## src/rtl/cla_nibble_serial_adder.sv

```systemverilog
// Multi-nibble adder that walks WIDTH-bit operands through one 4-bit lookahead slice per cycle.
// Optional SUBTRACT_EN macro adds a sub port (A - B via ~B and forced carry-in).
module cla_nibble_serial_adder #(
    parameter int unsigned WIDTH = 16
) (
    input  logic             clk,
    input  logic             rst_n,
    input  logic             inValid,
    output logic             inReady,
    input  logic [WIDTH-1:0] A,
    input  logic [WIDTH-1:0] B,
    input  logic             cIn,
`ifdef SUBTRACT_EN
    input  logic             sub,
`endif
    output logic             outValid,
    input  logic             outReady,
    output logic [WIDTH-1:0] sum,
    output logic             cOut
);

    localparam int unsigned N  = WIDTH / 4;
    localparam int unsigned CW = (N > 1) ? $clog2(N) : 1;

    typedef enum logic [1:0] {StIdle, StRun, StDone} state_e;

    state_e           state_q, state_d;
    logic [WIDTH-1:0] a_q, a_d;
    logic [WIDTH-1:0] b_q, b_d;
    logic [WIDTH-1:0] sum_q, sum_d;
    logic [CW-1:0]    cnt_q, cnt_d;
    logic             c_q, c_d;
    logic             cout_q, cout_d;

    logic [WIDTH-1:0] b_load;
    logic             c_load;
    logic [3:0]       g, p, k, nib_sum;
    logic [WIDTH+3:0] sum_ext;

`ifdef SUBTRACT_EN
    assign b_load = sub ? ~B : B;
    assign c_load = sub ? 1'b1 : cIn;
`else
    assign b_load = B;
    assign c_load = cIn;
`endif

    // 4-bit lookahead slice on the low nibble of the operand shift registers
    always_comb begin
        g       = a_q[3:0] & b_q[3:0];
        p       = a_q[3:0] ^ b_q[3:0];
        k[0]    = g[0] | (p[0] & c_q);
        k[1]    = g[1] | (p[1] & k[0]);
        k[2]    = g[2] | (p[2] & k[1]);
        k[3]    = g[3] | (p[3] & k[2]);
        nib_sum = p ^ {k[2:0], c_q};
        sum_ext = {nib_sum, sum_q};
    end

    always_comb begin
        state_d = state_q;
        a_d     = a_q;
        b_d     = b_q;
        sum_d   = sum_q;
        cnt_d   = cnt_q;
        c_d     = c_q;
        cout_d  = cout_q;
        unique case (state_q)
            StIdle: begin
                if (inValid) begin
                    a_d     = A;
                    b_d     = b_load;
                    c_d     = c_load;
                    cnt_d   = '0;
                    state_d = StRun;
                end
            end
            StRun: begin
                // Sum fills from the MSB end so nibble 0 lands at the bottom after N shifts
                sum_d = sum_ext[WIDTH+3:4];
                a_d   = a_q >> 4;
                b_d   = b_q >> 4;
                c_d   = k[3];
                cnt_d = cnt_q + CW'(1);
                if (cnt_q == CW'(N - 1)) begin
                    cout_d  = k[3];
                    state_d = StDone;
                end
            end
            StDone: begin
                if (outReady) state_d = StIdle;
            end
            default: state_d = StIdle;
        endcase
    end

    always_ff @(posedge clk or negedge rst_n) begin
        if (!rst_n) begin
            state_q <= StIdle;
            a_q     <= '0;
            b_q     <= '0;
            sum_q   <= '0;
            cnt_q   <= '0;
            c_q     <= 1'b0;
            cout_q  <= 1'b0;
        end else begin
            state_q <= state_d;
            a_q     <= a_d;
            b_q     <= b_d;
            sum_q   <= sum_d;
            cnt_q   <= cnt_d;
            c_q     <= c_d;
            cout_q  <= cout_d;
        end
    end

    assign inReady  = (state_q == StIdle);
    assign outValid = (state_q == StDone);
    assign sum      = sum_q;
    assign cOut     = cout_q;

endmodule

```

## config.mk

```make
export PLATFORM = sky130hd
export DESIGN_NAME = cla_nibble_serial_adder
export DESIGN_NICKNAME = d
export VERILOG_FILES = /design/src/rtl/cla_nibble_serial_adder.sv
export SDC_FILE = /design/constraint.sdc
export NUM_CORES = 1
export LEC_CHECK = 0
export ABC_AREA = 1
export CAP_MARGIN = 20
export CORE_ASPECT_RATIO = 0.75
export CORE_UTILIZATION = 34
export CTS_BUF_LIST = sky130_fd_sc_hd__clkbuf_8 sky130_fd_sc_hd__clkbuf_16
export CTS_CLUSTER_DIAMETER = 40
export CTS_CLUSTER_SIZE = 30
export DETAILED_ROUTE_END_ITERATION = 12
export HOLD_SLACK_MARGIN = 0.03
export PLACE_DENSITY = 0.64
export SYNTH_ARGS = -nofsm -noshare
export SYNTH_HDL_FRONTEND = slang
export SYNTH_SLANG_ARGS = --single-unit
```

## constraint.sdc

```tcl
create_clock -name clk -period 2 [get_ports clk]
set_clock_uncertainty 0.05 [all_clocks]
set_input_delay 0.3 -clock clk [delete_from_list [all_inputs] [get_ports clk]]
set_output_delay 0.3 -clock clk [all_outputs]
set_load 0.1 [all_outputs]
```

==> results of run 1 <==
worst paths after layout:
path                       startpoint       to  slack [ns]  cells after the start
min                             rst_n   sum[0]        0.45                      3
min reg2reg                    sum[1]   sum[1]        0.45                      2
max                            a_q[0]  sum[15]       -0.05                      8
max in group asynchronous       rst_n  b_q[10]        1.19                      3
min in group clk               sum[1]   sum[1]        0.45                      2
max reg2reg                    a_q[0]  sum[15]       -0.05                      8
worst reg2reg max path: stages (launching register included):
cell and delay, ns:
dfrtp_1 0.40, inv_2 0.07, fa_1 0.16, inv_1 0.05, fa_2 0.34, fa_2 0.34
inv_2 0.06, fa_1 0.39, o21ai_1 0.14
per-layer routing:
layer	GRT usage	vias to the layer above	part of all wire	wire length (um)
met2	0.228	50	0.46	2480
met4	0.0522	0	0.014	74
met1	0.195	999	0.49	2660
li1	-	1128	-	-
met5	0	-	0	0
met3	0.0324	8	0.040	217
cell type report:
class	count	area share
flip-flops and latches	54	0.397
multi-input cells	199	0.278
repair buffers	69	0.192
inverters	63	0.0694
well taps	101	0.0371
clock buffers	5	0.0202
clock inverters	3	0.00624
sequential cells by signal, summed over array words and instances (netlist names):
| name | flops |
|---|---|
| cOut | 1 |
| c_q | 1 |
| state_q | 2 |
| b_q | 16 |
| cnt_q | 2 |
| sum | 16 |
| a_q | 16 |
timing repair:
action | in CTS | in global routing
setup endpoints to repair | 2 | 3
hold endpoints to repair | 54 | 0
pin swaps | 0 | 1
cloned | 0 | 0
buffers inserted | 0 | 3
resized for setup | 2 | 1
hold buffers | 1 | 0
Yosys cell counts:
| cell | number |
|---|---|
| fa_1 | 4 |
| inv_1 | 61 |
| dfrtp_1 | 54 |
| o31ai_1 | 1 |
| nor2_1 | 3 |
| nor2_4 | 2 |
| buf_2 | 9 |
| o21ai_0 | 16 |
| clkbuf_1 | 1 |
| nand2_1 | 110 |
| o21ai_1 | 5 |
| ha_1 | 1 |
| buf_4 | 7 |
| nand2_2 | 3 |
| a21oi_1 | 1 |
| nand3_1 | 52 |
| inv_2 | 2 |
| o22ai_1 | 1 |
cell families (layout without fill, tap and decap cells):
| group | Yosys count | in the layout | share of synthesized area |
|---|---|---|---|
| buffers and inverters | 80 | 140 | 0.128 |
| AND/OR/NAND/NOR | 170 | 170 | 0.276 |
| AO/OA/AOI/OAI | 24 | 24 | 0.0471 |
| flip-flops | 54 | 54 | 0.514 |
| adder cells (fa/ha/maj) | 5 | 5 | 0.0352 |
per-stage QoR:
stage	hold WS, ns	cell area (um2)	utilization	TNS, ns
6_report	0.446	3410	0.458	-0.0813
5_1_grt	0.465	3410	0.458	-0.301
4_1_cts	0.446	3380	0.455	-0.115
3_5_place_dp	0.279	3280	0.442	-0.0950
3_3_place_gp	0.271	3280	0.442	-0.00196
2_1_floorplan	-0.0456	2640	-	-0.569
==> impl_metrics.csv, run 1 <==
group,metric,value,unit
floorplan,start_util,0.354,
cts,cts.sinks,54,
timing,max_slew_margin,0.759,
routing,wire_per_inst,11.0,um
cts,path_clk_slew,0.10,ns
finish,layout_commonest_cell,"nand2_1",
floorplan,num_io_pins,56,
routing,drc,0,
timing,timing.final.crit_share,1.02,
placed_design,gp_congestion,0.757,
timing,worst_slew_pin_slew,0.360,ns
finish,layout_common_cells,"nand2_1, inv_1, dfrtp_1, nand3_1, clkdlybuf4s50_1",
timing,rsz0062_at_grt,"true",
logic_synthesis,ys_seq_elements,54,
placed_design,numPlacedInstances,482,
worst_setup_path,crit_family,"adder cells",
routing,drt_iter0_markers,128,
finish,stdcell_count,494,
global_routing,grt_usage,0.144,
outcome,violations,"setup timing",
logic_synthesis,netlist_area,2630,um2
logic_synthesis,synth_top_area_frac,0.514,
finish,n_fill_cell,769,
worst_setup_path,worstPathRequired,2.20,ns
routing,vias,2185,
finish,nets,434,
worst_setup_path,crit_path_end_kind,"flip-flop",
run,drv_cap,0,
logic_synthesis,ys_seq_area_frac,0.514,
worst_setup_path,critPathSlowestCell,"dfrtp_1",
timing,fin_ws,-0.0465,ns
cts,ctsHtreeMaxLevel,2,
global_routing,grt_pass1_vias,1987,
floorplan,coreArea,7430,um2
finish,area_growth,29.5,%
cts,clock_path_buffers,2,
logic_synthesis,synthCells,333,
logic_synthesis,yosys.area.top_type,"dfrtp_1",
worst_setup_path,crit_buf_inv,3,
logic_synthesis,yosys-top-cells-area,"dfrtp_1, nand2_1, nand3_1",
cts,clock_latency,0.31,ns
routing,routed_wl,5440,um
worst_setup_path,worstSetupStartpointType,"flip-flop",
finish,multi_input_area,947,um2
cts,cts_tree,"built",
cts,cts_buffers,5,
global_routing,grt_max_degree,55,
logic_synthesis,syn-num-nets,375,
routing,viasPerCell,4.42,
routing,first_pass_iters,4,
min_path,hold_class,"input pin to asynchronous set/reset pin",
cts,root_buffer,"clkbuf_8",
floorplan,die-area,8100,um2
global_routing,antenna_found_initial,0,
routing,ant_nets,0,
finish,seq_area,1350,um2
placed_design,dp_hpwl,3780,um
floorplan,die_h,78.2,um
floorplan,rows,27,
timing,hold_viol,0,
timing,final-setup-viol-count,2,
timing,timing.fmax,489,MHz
timing,final-max-slew-violation-count,0,
outcome,status,"finished, violations left",
logic_synthesis,netlist-cell-type-count,18,
logic_synthesis,avgSynthCellArea,7.90,um2
timing,min_period,2.05,ns
worst_setup_path,criticalPathCategory,"flip-flop to flip-flop",
worst_setup_path,cp.arrival,2.24,ns
global_routing,grt_pass1_wl,9350,um
finish,layout-drive-gt1-share,0.135,
floorplan,chipWidth,104,um
global_routing,overflow,0,
worst_setup_path,cpPeakStageDelay,0.40,ns
worst_setup_path,crit_fanout,2,
placed_design,dp_slack,-0.0619,ns
finish,antenna_cells,0,
worst_setup_path,critical_path.cell_chain,"inv_2 -> fa_1 -> inv_1 -> fa_2 -> fa_2 -> inv_2 -> fa_1 -> o21ai_1",
placed_design,portBuffers,55,
logic_synthesis,yosys_warnings,0,
Power of run 1 is not shown: default switching activity piles up to over one toggle a cycle in this logic, so the estimate is an artifact.
==> inputs of run 2 (changes only) <==
Settings changed: ABC_AREA 1 to 0, PLACE_DENSITY 0.64 to 0.65.
==> run 2 against run 1 <==
Net effect:
- the flow still finishes with violations (setup timing)
- flip-flop and latch count did not move
- die area fell by 4.7%
- critical path type unchanged
- count of clock-buffer cells in the layout rose by 1
- worst hold slack got worse by 0.016 ns
==> impl_metrics.csv, run 2 <==
group,metric,value,unit
finish,layout_common_cells,"dfrtp_1, nand2_1, clkdlybuf4s50_1, o22ai_1, buf_4",
floorplan,coreArea,6960,um2
placed_design,dp_hpwl,4040,um
placed_design,place_area,3140,um2
routing,drt_iter0_markers,81,
finish,layout_commonest_cell,"dfrtp_1",
worst_setup_path,cp.arrival,2.24,ns
worst_setup_path,crit_fanout,2,
logic_synthesis,netlist_area,2500,um2
worst_setup_path,reg2reg_from,"c_q",
timing,worst_slew_pin_slew,0.557,ns
cts,root_buffer,"clkbuf_8",
floorplan,num_io_pins,56,
global_routing,grt_max_degree,55,
logic_synthesis,synth_most_common_cell,"dfrtp_1",
routing,viasPerCell,4.94,
logic_synthesis,synth_top_area_frac,0.539,
finish,antenna_cells,0,
placed_design,gp_congestion,0.769,
finish,fin_area,3270,um2
cts,cts_buffers,5,
finish,area_growth,30.4,%
routing,routed_wl,5780,um
routing,vias,1948,
cts,clock_latency,0.31,ns
routing,drc,0,
floorplan,die_h,76.3,um
global_routing,grt_usage,0.161,
logic_synthesis,ys_seq_area_frac,0.539,
timing,holdWs,0.430,ns
logic_synthesis,synth-edff-count,0,
worst_setup_path,worstSetupStartpointType,"flip-flop",
logic_synthesis,ys_async_sr_fraction,1.00,
timing,rsz0062_at_grt,"true",
worst_setup_path,criticalPathCategory,"flip-flop to flip-flop",
logic_synthesis,ys_seq_elements,54,
outcome,violations,"setup timing",
worst_setup_path,crit_path_end_kind,"flip-flop",
global_routing,antenna_found_initial,0,
cts,clock_path_buffers,2,
placed_design,portBuffers,55,
timing,min_period,2.05,ns
global_routing,overflow,0,
timing,fin_ws,-0.0473,ns
cts,cts_tree,"built",
routing,wire_per_inst,14.7,um
cts,ctsHtreeMaxLevel,2,
outcome,status,"finished, violations left",
worst_setup_path,reg2reg_depth,8,
run,drv_cap,0,
cts,path_clk_slew,0.09,ns
cts,cts.sinks,54,
floorplan,start_util,0.360,
placed_design,dp_slack,-0.102,ns
min_path,min_path_cells,2,
timing,timing.final.crit_share,1.02,
finish,layout-drive-gt1-share,0.240,
timing,hold_viol,0,
timing,final-max-slew-violation-count,0,
logic_synthesis,yosys.area.top_type,"dfrtp_1",
routing,ant_nets,0,
worst_setup_path,reg2reg_slack,-0.05,ns
timing,max_slew_margin,0.628,
min_path,hold_end,"sum[1]",
logic_synthesis,avgSynthCellArea,10.7,um2
global_routing,grt_pass1_wl,9570,um
worst_setup_path,r2r-end,"sum[15]",
logic_synthesis,netlist-cell-type-count,30,
global_routing,grt_pass1_vias,1957,
finish,stdcell_count,394,
placed_design,numPlacedInstances,383,
finish,nets,337,
logic_synthesis,yosys-top-cells-area,"dfrtp_1, o22ai_1, nand2_1",
routing,first_pass_iters,4,
logic_synthesis,yosys_warnings,0,
logic_synthesis,synthCells,235,
floorplan,rows,26,
timing,final-setup-viol-count,1,
logic_synthesis,synthTopCellsByCount,"dfrtp_1, nand2_1, o22ai_1",
min_path,hold_class,"flip-flop to flip-flop",
floorplan,chipWidth,101,um
logic_synthesis,synth_ff_type,"dfrtp_1",
timing,timing.fmax,488,MHz
logic_synthesis,syn-num-nets,277,
floorplan,die-area,7720,um2
min_path,min-delay-start,"sum[1]",
worst_setup_path,worstPathRequired,2.19,ns
## run 2: kinds of logic (layout without fill, tap and decap cells)
| group | count (synthesis) | after routing | synth area share |
|---|---|---|---|
| buffers and inverters | 27 | 88 | 0.0679 |
| and+or+nand+nor | 63 | 63 | 0.104 |
| adders and majority gates | 5 | 5 | 0.0370 |
| DFF | 54 | 54 | 0.539 |
| AOI/OAI and AO/OA | 86 | 86 | 0.251 |
## run 2: per-layer routing
metal / global-route usage / up-vias / routed length, um
li1: - / 951 / -
met1: 0.237 / 939 / 2950
met2: 0.234 / 50 / 2520
met3: 0.0349 / 8 / 243
met4: 0.0522 / 0 / 65
met5: 0 / - / 0
## run 2: final cells by class
type / instances / area [um2]
sequential: 54 / 1350
fill: 696 / 3690
timing repair buffer: 71 / 671
clock buffer: 6 / 82.6
tap: 98 / 123
clock inverter: 2 / 8.76
multi-input combinational: 154 / 997
inverter: 9 / 33.8
## run 2: stage by stage
step                TNS, ns   util
floorplan            -0.576      -
global placement    -0.0542  0.452
detailed placement   -0.158  0.452
CTS                  -0.133  0.468
global route         -0.209  0.469
finish              -0.0473  0.469
## run 2: worst max-delay path, stage by stage (launching register included)
cell and delay [ns]:
dfrtp_1 0.40, inv_2 0.07, fa_1 0.15, inv_1 0.05, fa_2 0.33, fa_2 0.34
inv_2 0.06, fa_2 0.42, o21ai_1 0.11
## run 2: worst max-delay path by stage
stage | startpoint | end | slack (ns)
detailed placement | a_q[0] | sum[15] | -0.10
finish | c_q | sum[15] | -0.05
floorplan | state_q[0] | inReady | -0.26
global placement | c_q | sum[15] | -0.05
global route | b_q[0] | sum[15] | -0.12
CTS | b_q[0] | sum[15] | -0.11
## run 2: what timing repair did
item	in CTS	in global routing
hold buffers	1	0
setup buffers	1	1
resized for setup	2	4
setup endpoints to repair	2	3
pin swaps	0	1
hold endpoints to repair	54	0
Power of run 2 is left out for the same reason.
